==> src/rtl/ps2_host_tx_pkg.sv <==
// Shared types and constants for the PS/2 host transmitter (and the receiver side).
package ps2_host_tx_pkg;

  typedef enum logic [2:0] {
    IDLE,
    INHIBIT,
    REQ,
    SEND,
    ACK,
    WAIT_IDLE
  } state_t;

  localparam logic [1:0] ERR_NONE    = 2'b00;
  localparam logic [1:0] ERR_TIMEOUT = 2'b01;
  localparam logic [1:0] ERR_NOACK   = 2'b10;

  // Bits clocked out after the start bit: 8 data, parity, stop.
  localparam int FRAME_TX_BITS = 10;

  localparam logic [7:0] CMD_SET_LEDS = 8'hED;
  localparam logic [7:0] CMD_RESET    = 8'hFF;

  // {stop, odd parity, data}; shifted out from bit 0 upwards.
  function automatic logic [FRAME_TX_BITS-1:0] build_frame(input logic [7:0] d);
    return {1'b1, ~^d, d};
  endfunction

endpackage

==> src/rtl/ps2_host_tx_if.sv <==
// Command request / status bundle between a controller and the PS/2 transmitter.
interface ps2_host_tx_if;
  logic [7:0] tx_data;
  logic       tx_valid;
  logic       tx_ready;
  logic       busy;
  logic       done;
  logic       error;
  logic [1:0] error_code;

  modport master (
    output tx_data, tx_valid,
    input  tx_ready, busy, done, error, error_code
  );

  modport slave (
    input  tx_data, tx_valid,
    output tx_ready, busy, done, error, error_code
  );
endinterface

==> src/rtl/ps2_line_sync.sv <==
// Two-flop synchroniser plus falling-edge detect for one open-drain PS/2 line.
module ps2_line_sync (
  input  logic vga_clk,
  input  logic reset,
  input  logic i_pin,
  output logic o_sync,
  output logic o_fall
);
  logic r_meta, r_sync, r_prev;

  // Lines idle high, so reset to 1 to avoid a phantom fall after reset.
  always_ff @(posedge vga_clk) begin
    if (reset) begin
      r_meta <= 1'b1;
      r_sync <= 1'b1;
      r_prev <= 1'b1;
    end else begin
      r_meta <= i_pin;
      r_sync <= r_meta;
      r_prev <= r_sync;
    end
  end

  assign o_sync = r_sync;
  assign o_fall = r_prev & ~r_sync;
endmodule

==> src/rtl/ps2_host_tx.sv <==
// PS/2 host-to-device transmitter: inhibit, request-to-send, clock out
// data/parity/stop on device clock falls, check the ack, wait for bus idle.
module ps2_host_tx
  import ps2_host_tx_pkg::*;
#(
  parameter int INHIBIT_CYCLES   = 3000,
  parameter int DATA_LEAD_CYCLES = 16,
  parameter int TIMEOUT_CYCLES   = 425000,
  parameter int CNT_W            = 19
) (
  input  logic         vga_clk,
  input  logic         reset,
  ps2_host_tx_if.slave bus,
  input  logic         ps2_clk_in,
  input  logic         ps2_data_in,
  output logic         ps2_clk_oe,
  output logic         ps2_data_oe
);
  localparam logic [CNT_W-1:0] INH_LAST  = CNT_W'(INHIBIT_CYCLES - 1);
  localparam logic [CNT_W-1:0] LEAD_LAST = CNT_W'(DATA_LEAD_CYCLES - 1);
  localparam logic [CNT_W-1:0] TO_LIMIT  = CNT_W'(TIMEOUT_CYCLES);
  localparam logic [3:0]       LAST_IDX  = 4'(FRAME_TX_BITS - 1);

  logic w_clk_sync, w_clk_fall, w_data_sync, w_data_fall_unused;

  ps2_line_sync u_clk_sync (
    .vga_clk (vga_clk),
    .reset   (reset),
    .i_pin   (ps2_clk_in),
    .o_sync  (w_clk_sync),
    .o_fall  (w_clk_fall)
  );

  ps2_line_sync u_data_sync (
    .vga_clk (vga_clk),
    .reset   (reset),
    .i_pin   (ps2_data_in),
    .o_sync  (w_data_sync),
    .o_fall  (w_data_fall_unused)
  );

  state_t                   r_state, w_state;
  logic [CNT_W-1:0]         r_cnt, w_cnt, w_cnt_inc;
  logic [3:0]               r_idx, w_idx;
  logic [FRAME_TX_BITS-1:0] r_shreg, w_shreg;
  logic                     r_clk_oe, w_clk_oe;
  logic                     r_data_oe, w_data_oe;
  logic                     r_done, w_done;
  logic                     r_error, w_error;
  logic [1:0]               r_err_code, w_err_code;
  logic                     w_watched;

  // Next-state and next-output decode; timeout overrides everything in the device-clocked states.
  always_comb begin
    w_state    = r_state;
    w_cnt      = r_cnt;
    w_idx      = r_idx;
    w_shreg    = r_shreg;
    w_clk_oe   = r_clk_oe;
    w_data_oe  = r_data_oe;
    w_err_code = r_err_code;
    w_done     = 1'b0;
    w_error    = 1'b0;
    w_cnt_inc  = (&r_cnt) ? r_cnt : r_cnt + 1'b1;
    w_watched  = (r_state == SEND) || (r_state == ACK) || (r_state == WAIT_IDLE);

    case (r_state)
      IDLE: begin
        if (bus.tx_valid) begin
          w_shreg    = build_frame(bus.tx_data);
          w_err_code = ERR_NONE;
          w_cnt      = '0;
          w_clk_oe   = 1'b1;
          w_data_oe  = 1'b0;
          w_state    = INHIBIT;
        end
      end
      INHIBIT: begin
        if (r_cnt == INH_LAST) begin
          w_cnt     = '0;
          w_data_oe = 1'b1;
          w_state   = REQ;
        end else begin
          w_cnt = w_cnt_inc;
        end
      end
      REQ: begin
        if (r_cnt == LEAD_LAST) begin
          w_cnt    = '0;
          w_idx    = '0;
          w_clk_oe = 1'b0;
          w_state  = SEND;
        end else begin
          w_cnt = w_cnt_inc;
        end
      end
      SEND: begin
        if (w_clk_fall) begin
          w_data_oe = ~r_shreg[r_idx];
          w_idx     = r_idx + 1'b1;
          w_cnt     = '0;
          if (r_idx == LAST_IDX) w_state = ACK;
        end else begin
          w_cnt = w_cnt_inc;
        end
      end
      ACK: begin
        if (w_clk_fall) begin
          if (w_data_sync) w_err_code = ERR_NOACK;
          w_cnt   = '0;
          w_state = WAIT_IDLE;
        end else begin
          w_cnt = w_cnt_inc;
        end
      end
      WAIT_IDLE: begin
        w_clk_oe  = 1'b0;
        w_data_oe = 1'b0;
        if (w_clk_sync && w_data_sync) begin
          w_done  = 1'b1;
          w_error = (r_err_code != ERR_NONE);
          w_state = IDLE;
        end else begin
          w_cnt = w_cnt_inc;
        end
      end
      default: w_state = IDLE;
    endcase

    if (w_watched && (r_cnt >= TO_LIMIT)) begin
      w_clk_oe   = 1'b0;
      w_data_oe  = 1'b0;
      w_err_code = ERR_TIMEOUT;
      w_done     = 1'b1;
      w_error    = 1'b1;
      w_state    = IDLE;
    end
  end

  // State and output registers; reset drops both lines on the next edge.
  always_ff @(posedge vga_clk) begin
    if (reset) begin
      r_state    <= IDLE;
      r_cnt      <= '0;
      r_idx      <= '0;
      r_shreg    <= '0;
      r_clk_oe   <= 1'b0;
      r_data_oe  <= 1'b0;
      r_done     <= 1'b0;
      r_error    <= 1'b0;
      r_err_code <= ERR_NONE;
    end else begin
      r_state    <= w_state;
      r_cnt      <= w_cnt;
      r_idx      <= w_idx;
      r_shreg    <= w_shreg;
      r_clk_oe   <= w_clk_oe;
      r_data_oe  <= w_data_oe;
      r_done     <= w_done;
      r_error    <= w_error;
      r_err_code <= w_err_code;
    end
  end

  assign bus.tx_ready   = (r_state == IDLE);
  assign bus.busy       = (r_state != IDLE);
  assign bus.done       = r_done;
  assign bus.error      = r_error;
  assign bus.error_code = r_err_code;
  assign ps2_clk_oe     = r_clk_oe;
  assign ps2_data_oe    = r_data_oe;
endmodule

==> src/flat_wrapper.sv <==
// flat-port wrapper written by rule: the top's interface ports become plain ports
module ps2_host_tx_flat import ps2_host_tx_pkg::*;
#(
  parameter int INHIBIT_CYCLES   = 3000,
  parameter int DATA_LEAD_CYCLES = 16,
  parameter int TIMEOUT_CYCLES   = 425000,
  parameter int CNT_W            = 19
)
  (vga_clk, reset, ps2_clk_in, ps2_data_in, ps2_clk_oe, ps2_data_oe, bus_tx_data, bus_tx_valid, bus_tx_ready, bus_busy, bus_done, bus_error, bus_error_code);
  ps2_host_tx_if bus_i ();
  input  logic vga_clk;
  input  logic reset;
  input  logic ps2_clk_in;
  input  logic ps2_data_in;
  output logic ps2_clk_oe;
  output logic ps2_data_oe;
  input wire logic [$bits(bus_i.tx_data)-1:0] bus_tx_data;
  input wire logic [$bits(bus_i.tx_valid)-1:0] bus_tx_valid;
  output wire logic [$bits(bus_i.tx_ready)-1:0] bus_tx_ready;
  output wire logic [$bits(bus_i.busy)-1:0] bus_busy;
  output wire logic [$bits(bus_i.done)-1:0] bus_done;
  output wire logic [$bits(bus_i.error)-1:0] bus_error;
  output wire logic [$bits(bus_i.error_code)-1:0] bus_error_code;
  assign bus_i.tx_data = bus_tx_data;
  assign bus_i.tx_valid = bus_tx_valid;
  assign bus_tx_ready = bus_i.tx_ready;
  assign bus_busy = bus_i.busy;
  assign bus_done = bus_i.done;
  assign bus_error = bus_i.error;
  assign bus_error_code = bus_i.error_code;
  ps2_host_tx #(.INHIBIT_CYCLES(INHIBIT_CYCLES), .DATA_LEAD_CYCLES(DATA_LEAD_CYCLES), .TIMEOUT_CYCLES(TIMEOUT_CYCLES), .CNT_W(CNT_W)) u_core (.vga_clk(vga_clk), .reset(reset), .bus(bus_i), .ps2_clk_in(ps2_clk_in), .ps2_data_in(ps2_data_in), .ps2_clk_oe(ps2_clk_oe), .ps2_data_oe(ps2_data_oe));
endmodule
==> config.mk <==
export PLATFORM = sky130hd
export DESIGN_NAME = ps2_host_tx_flat
export DESIGN_NICKNAME = d
export VERILOG_FILES = /design/src/rtl/ps2_host_tx_pkg.sv /design/src/rtl/ps2_host_tx_if.sv /design/src/rtl/ps2_line_sync.sv /design/src/rtl/ps2_host_tx.sv /design/src/flat_wrapper.sv
export SDC_FILE = /design/constraint.sdc
export NUM_CORES = 1
export LEC_CHECK = 0
export ABC_CLOCK_PERIOD_IN_PS = 3600
export CORE_ASPECT_RATIO = 1.2
export CORE_MARGIN = 4
export CORE_UTILIZATION = 31
export DETAILED_ROUTE_END_ITERATION = 7
export DONT_BUFFER_PORTS = 1
export HOLD_SLACK_MARGIN = 0.03
export SYNTH_ARGS = -nofsm -noshare
export SYNTH_HDL_FRONTEND = slang
export SYNTH_SLANG_ARGS = --single-unit
==> constraint.sdc <==
create_clock -name vga_clk -period 3.6 [get_ports vga_clk]
set_input_delay 0.72 -clock vga_clk [delete_from_list [all_inputs] [get_ports vga_clk]]
set_output_delay 0.72 -clock vga_clk [all_outputs]
set_load 0.01 [all_outputs]
==> impl_metrics.toml <==
[run_status]
status = "finished clean"

[clock_tree]
cts_max_path_buffers = 2
clk_pin_slew_ps = 90
post_cts_buffers = 0
post_cts_resized = 0
numCtsBuffers = 5
htree_levels = 2
cts_root_buf = "clkbuf_8"
clk_latency_ps = 300
cts_hold_buf = 0
cts_sinks = 47
cts_tree = "done"

[routing]
vias = 2236
routed_wl_um = 5890
antenna_left = 0
drtIter0Drc = 105
viasPerCell = 5.47
drc = 0
wire_per_inst_um = 14.4
drt_first_pass_iters = 4

[critical_path]
critPathRequiredTime_ps = 2880
rrSetupSlack_ps = 1340
timing.rr.start = "u_core.r_state[2]"
r2r-end = "u_core.r_cnt[7]"
cp-start-kind = "flop"
path_max_fanout = 21
rr_worst_depth = 7
crit_type = "reg -> out"
cp-startpoint = "u_core.r_state[0]"
end_kind = "output pin"
arrival_ps = 1580

[sta]
setup_violations = 0
maxSlewHeadroom_pct = 56.2
maxSlewViolCount = 0
final.setup_skew_ps = 6.84
rsz0062_at_grt = "false"
fmax_mhz = 434
finalHoldViolCount = 0
fin_ws_ps = 1300
setup-tns-final_ps = 0
worst_pin_slew_ps = 651
fin_crit_sh_pct = 64.0
finalCriticalPeriod_ps = 2300

[die]
initial_utilization_pct = 31.6
core-area_sq_um = 8060
dieArea_sq_um = 9750
rows = 36
io_pins = 21
die_w_um = 90.8
die_h_um = 107

[power]
pwr-share-clk_pct = 26.0
swShare_pct = 34.8
p_int_mw = 0.853
switchingPower_mw = 0.455
ir_drop_mv = 0.151
seqPwrFrac_pct = 49.0
power_frac_comb_pct = 25.0
cellLeakagePower_nw = 0.895
cellPowerDensity_nw_per_um2 = 485

[hold_path]
hold_class = "reg -> reg"
whs_endpoint = "u_core.u_clk_sync.o_sync"
holdCritStartpoint = "u_core.u_clk_sync.r_meta"
hold-path-cell-count = 1

[synthesis]
syn_area_per_cell_sq_um = 7.92
netlist_instances = 322
async_flop_share_pct = 0
synth_area_sq_um = 2550
synth_top_area_cell = "dfxtp_1"
synth_nets = 339
ys_top_cells_by_count = "dfxtp_1 (47), nand2_1 (41), a21oi_1 (33), nor2_1 (23), nand3_1 (15)"
yosysWarnings = 0
synthFlopType = "dfxtp_1"
synth_area_leaders = "dfxtp_1 (37%), a21oi_1 (6.5%), nand2_1 (6.0%)"
synth-seq-cells = 47
yosysTopAreaCellShare_pct = 36.9
yosysSeqAreaShare_pct = 36.9
synth-edff-count = 0
synth.distinct_cells = 51
yosysMostFrequentCell = "dfxtp_1"

[placed_design]
dp_hpwl_um = 4380
routabilityCongestion = 0.879
io_buffers = 0
dpl_worst_slack_ps = 1340

[layout]
area_growth_syn_to_layout_pct = 5.69
drive_above_1_share_pct = 7.32
final_util_pct = 33.4
nets = 330
n_antenna_cell = 0

[global_route]
grt_pass1_wl_um = 10200
grt_pass1_vias = 2087
antenna_found_initial = 0
grt_max_degree = 32
overflow = 0
grt_use_total_pct = 12.5

[flow_run]
cap_violations = 0
## layout make-up
class / instances / area, sq um
clock buffers: 6 / 82.6
clock inverters: 2 / 16.3
fillers: 864 / 5370
inverters: 10 / 37.5
multi-input cells: 248 / 1490
flip-flops and latches: 47 / 941
well taps: 95 / 119
repair buffers: 1 / 7.51
## layout by cell type, fill, tap and decap left out, types with 2 or more instances in the layout
master,n
clkbuf_8,6
a21o_1,3
nand3b_1,3
or3_1,2
mux4_2,2
nand3_1,15
a41oi_1,2
nor4_2,2
inv_1,10
xor2_1,2
or2_2,6
nor2b_1,3
nand2b_1,4
a211oi_1,2
o21ai_0,10
a21oi_1,33
and3_1,7
a31oi_1,14
o211ai_1,2
and2_1,6
o31ai_1,2
mux2i_1,5
dfxtp_1,47
nand4_1,7
and4_1,2
o41ai_1,2
nor2_1,23
ha_1,4
nand2_1,41
o21ai_1,12
xnor2_1,7
nor3_1,9
## how the worst max path moves through the flow
stage | end | slack [ps] | depth (start not counted)
floorplan | u_core.r_cnt[6] | 1680 | 8
global placement | u_core.r_cnt[7] | 1390 | 7
detailed placement | u_core.r_cnt[6] | 1340 | 8
CTS | bus_tx_ready | 1280 | 2
global route | u_core.r_cnt[4] | 1080 | 7
finish | bus_tx_ready | 1300 | 2
## registers in the layout, indices dropped and copies added, names as in the netlist
name	flops
u_core.r_cnt	19
u_core.r_shreg	10
u_core.r_idx	4
u_core.r_state	3
u_core.bus.error_code	2
u_core.bus.done	1
u_core.bus.error	1
u_core.ps2_clk_oe	1
u_core.ps2_data_oe	1
u_core.u_clk_sync.o_sync	1
u_core.u_clk_sync.r_meta	1
u_core.u_clk_sync.r_prev	1
u_core.u_data_sync.o_sync	1
u_core.u_data_sync.r_meta	1
## through the flow
step	power [mW]	cells	hold slack [ps]	instance area (sq um)
2_1_floorplan	0.919	322	389	2550
3_3_place_gp	0.975	401	391	2600
3_5_place_dp	0.981	401	393	2600
4_1_cts	1.32	409	414	2700
5_1_grt	1.40	409	432	2700
6_report	1.31	409	414	2700
## logic make-up after synthesis
logic type | Yosys count | synth area share [%]
adder cells (fa/ha/maj) | 4 | 1.96
AND/OR/NAND/NOR | 136 | 27.5
flip-flops | 47 | 36.9
XOR/XNOR | 9 | 3.09
AO/OA/AOI/OAI | 92 | 22.3
buffers and inverters | 27 | 4.61
multiplexers | 7 | 3.73
## metal layers
metal / global-route usage, % / vias up / wire length, um
met1: 15.6 / 1055 / 2670
met3: 2.87 / 9 / 213
met5: 0 / - / 0
met2: 21.7 / 28 / 2910
met4: 3.66 / 0 / 91
li1: - / 1144 / -
## critical path, cell delays in order, from the launching register on
cell	delay, ps
dfxtp_1	520
or3_1	570
inv_1	200
## power by group through the flow
stage          clock (mW)  combinational [mW]  sequential, mW
2_1_floorplan           0               0.305           0.614
3_3_place_gp            0               0.322           0.653
3_5_place_dp            0               0.328           0.653
4_1_cts             0.353               0.330           0.641
5_1_grt             0.370               0.375           0.652
6_report            0.340               0.326           0.641
Power figures use the tool's default switching activity.
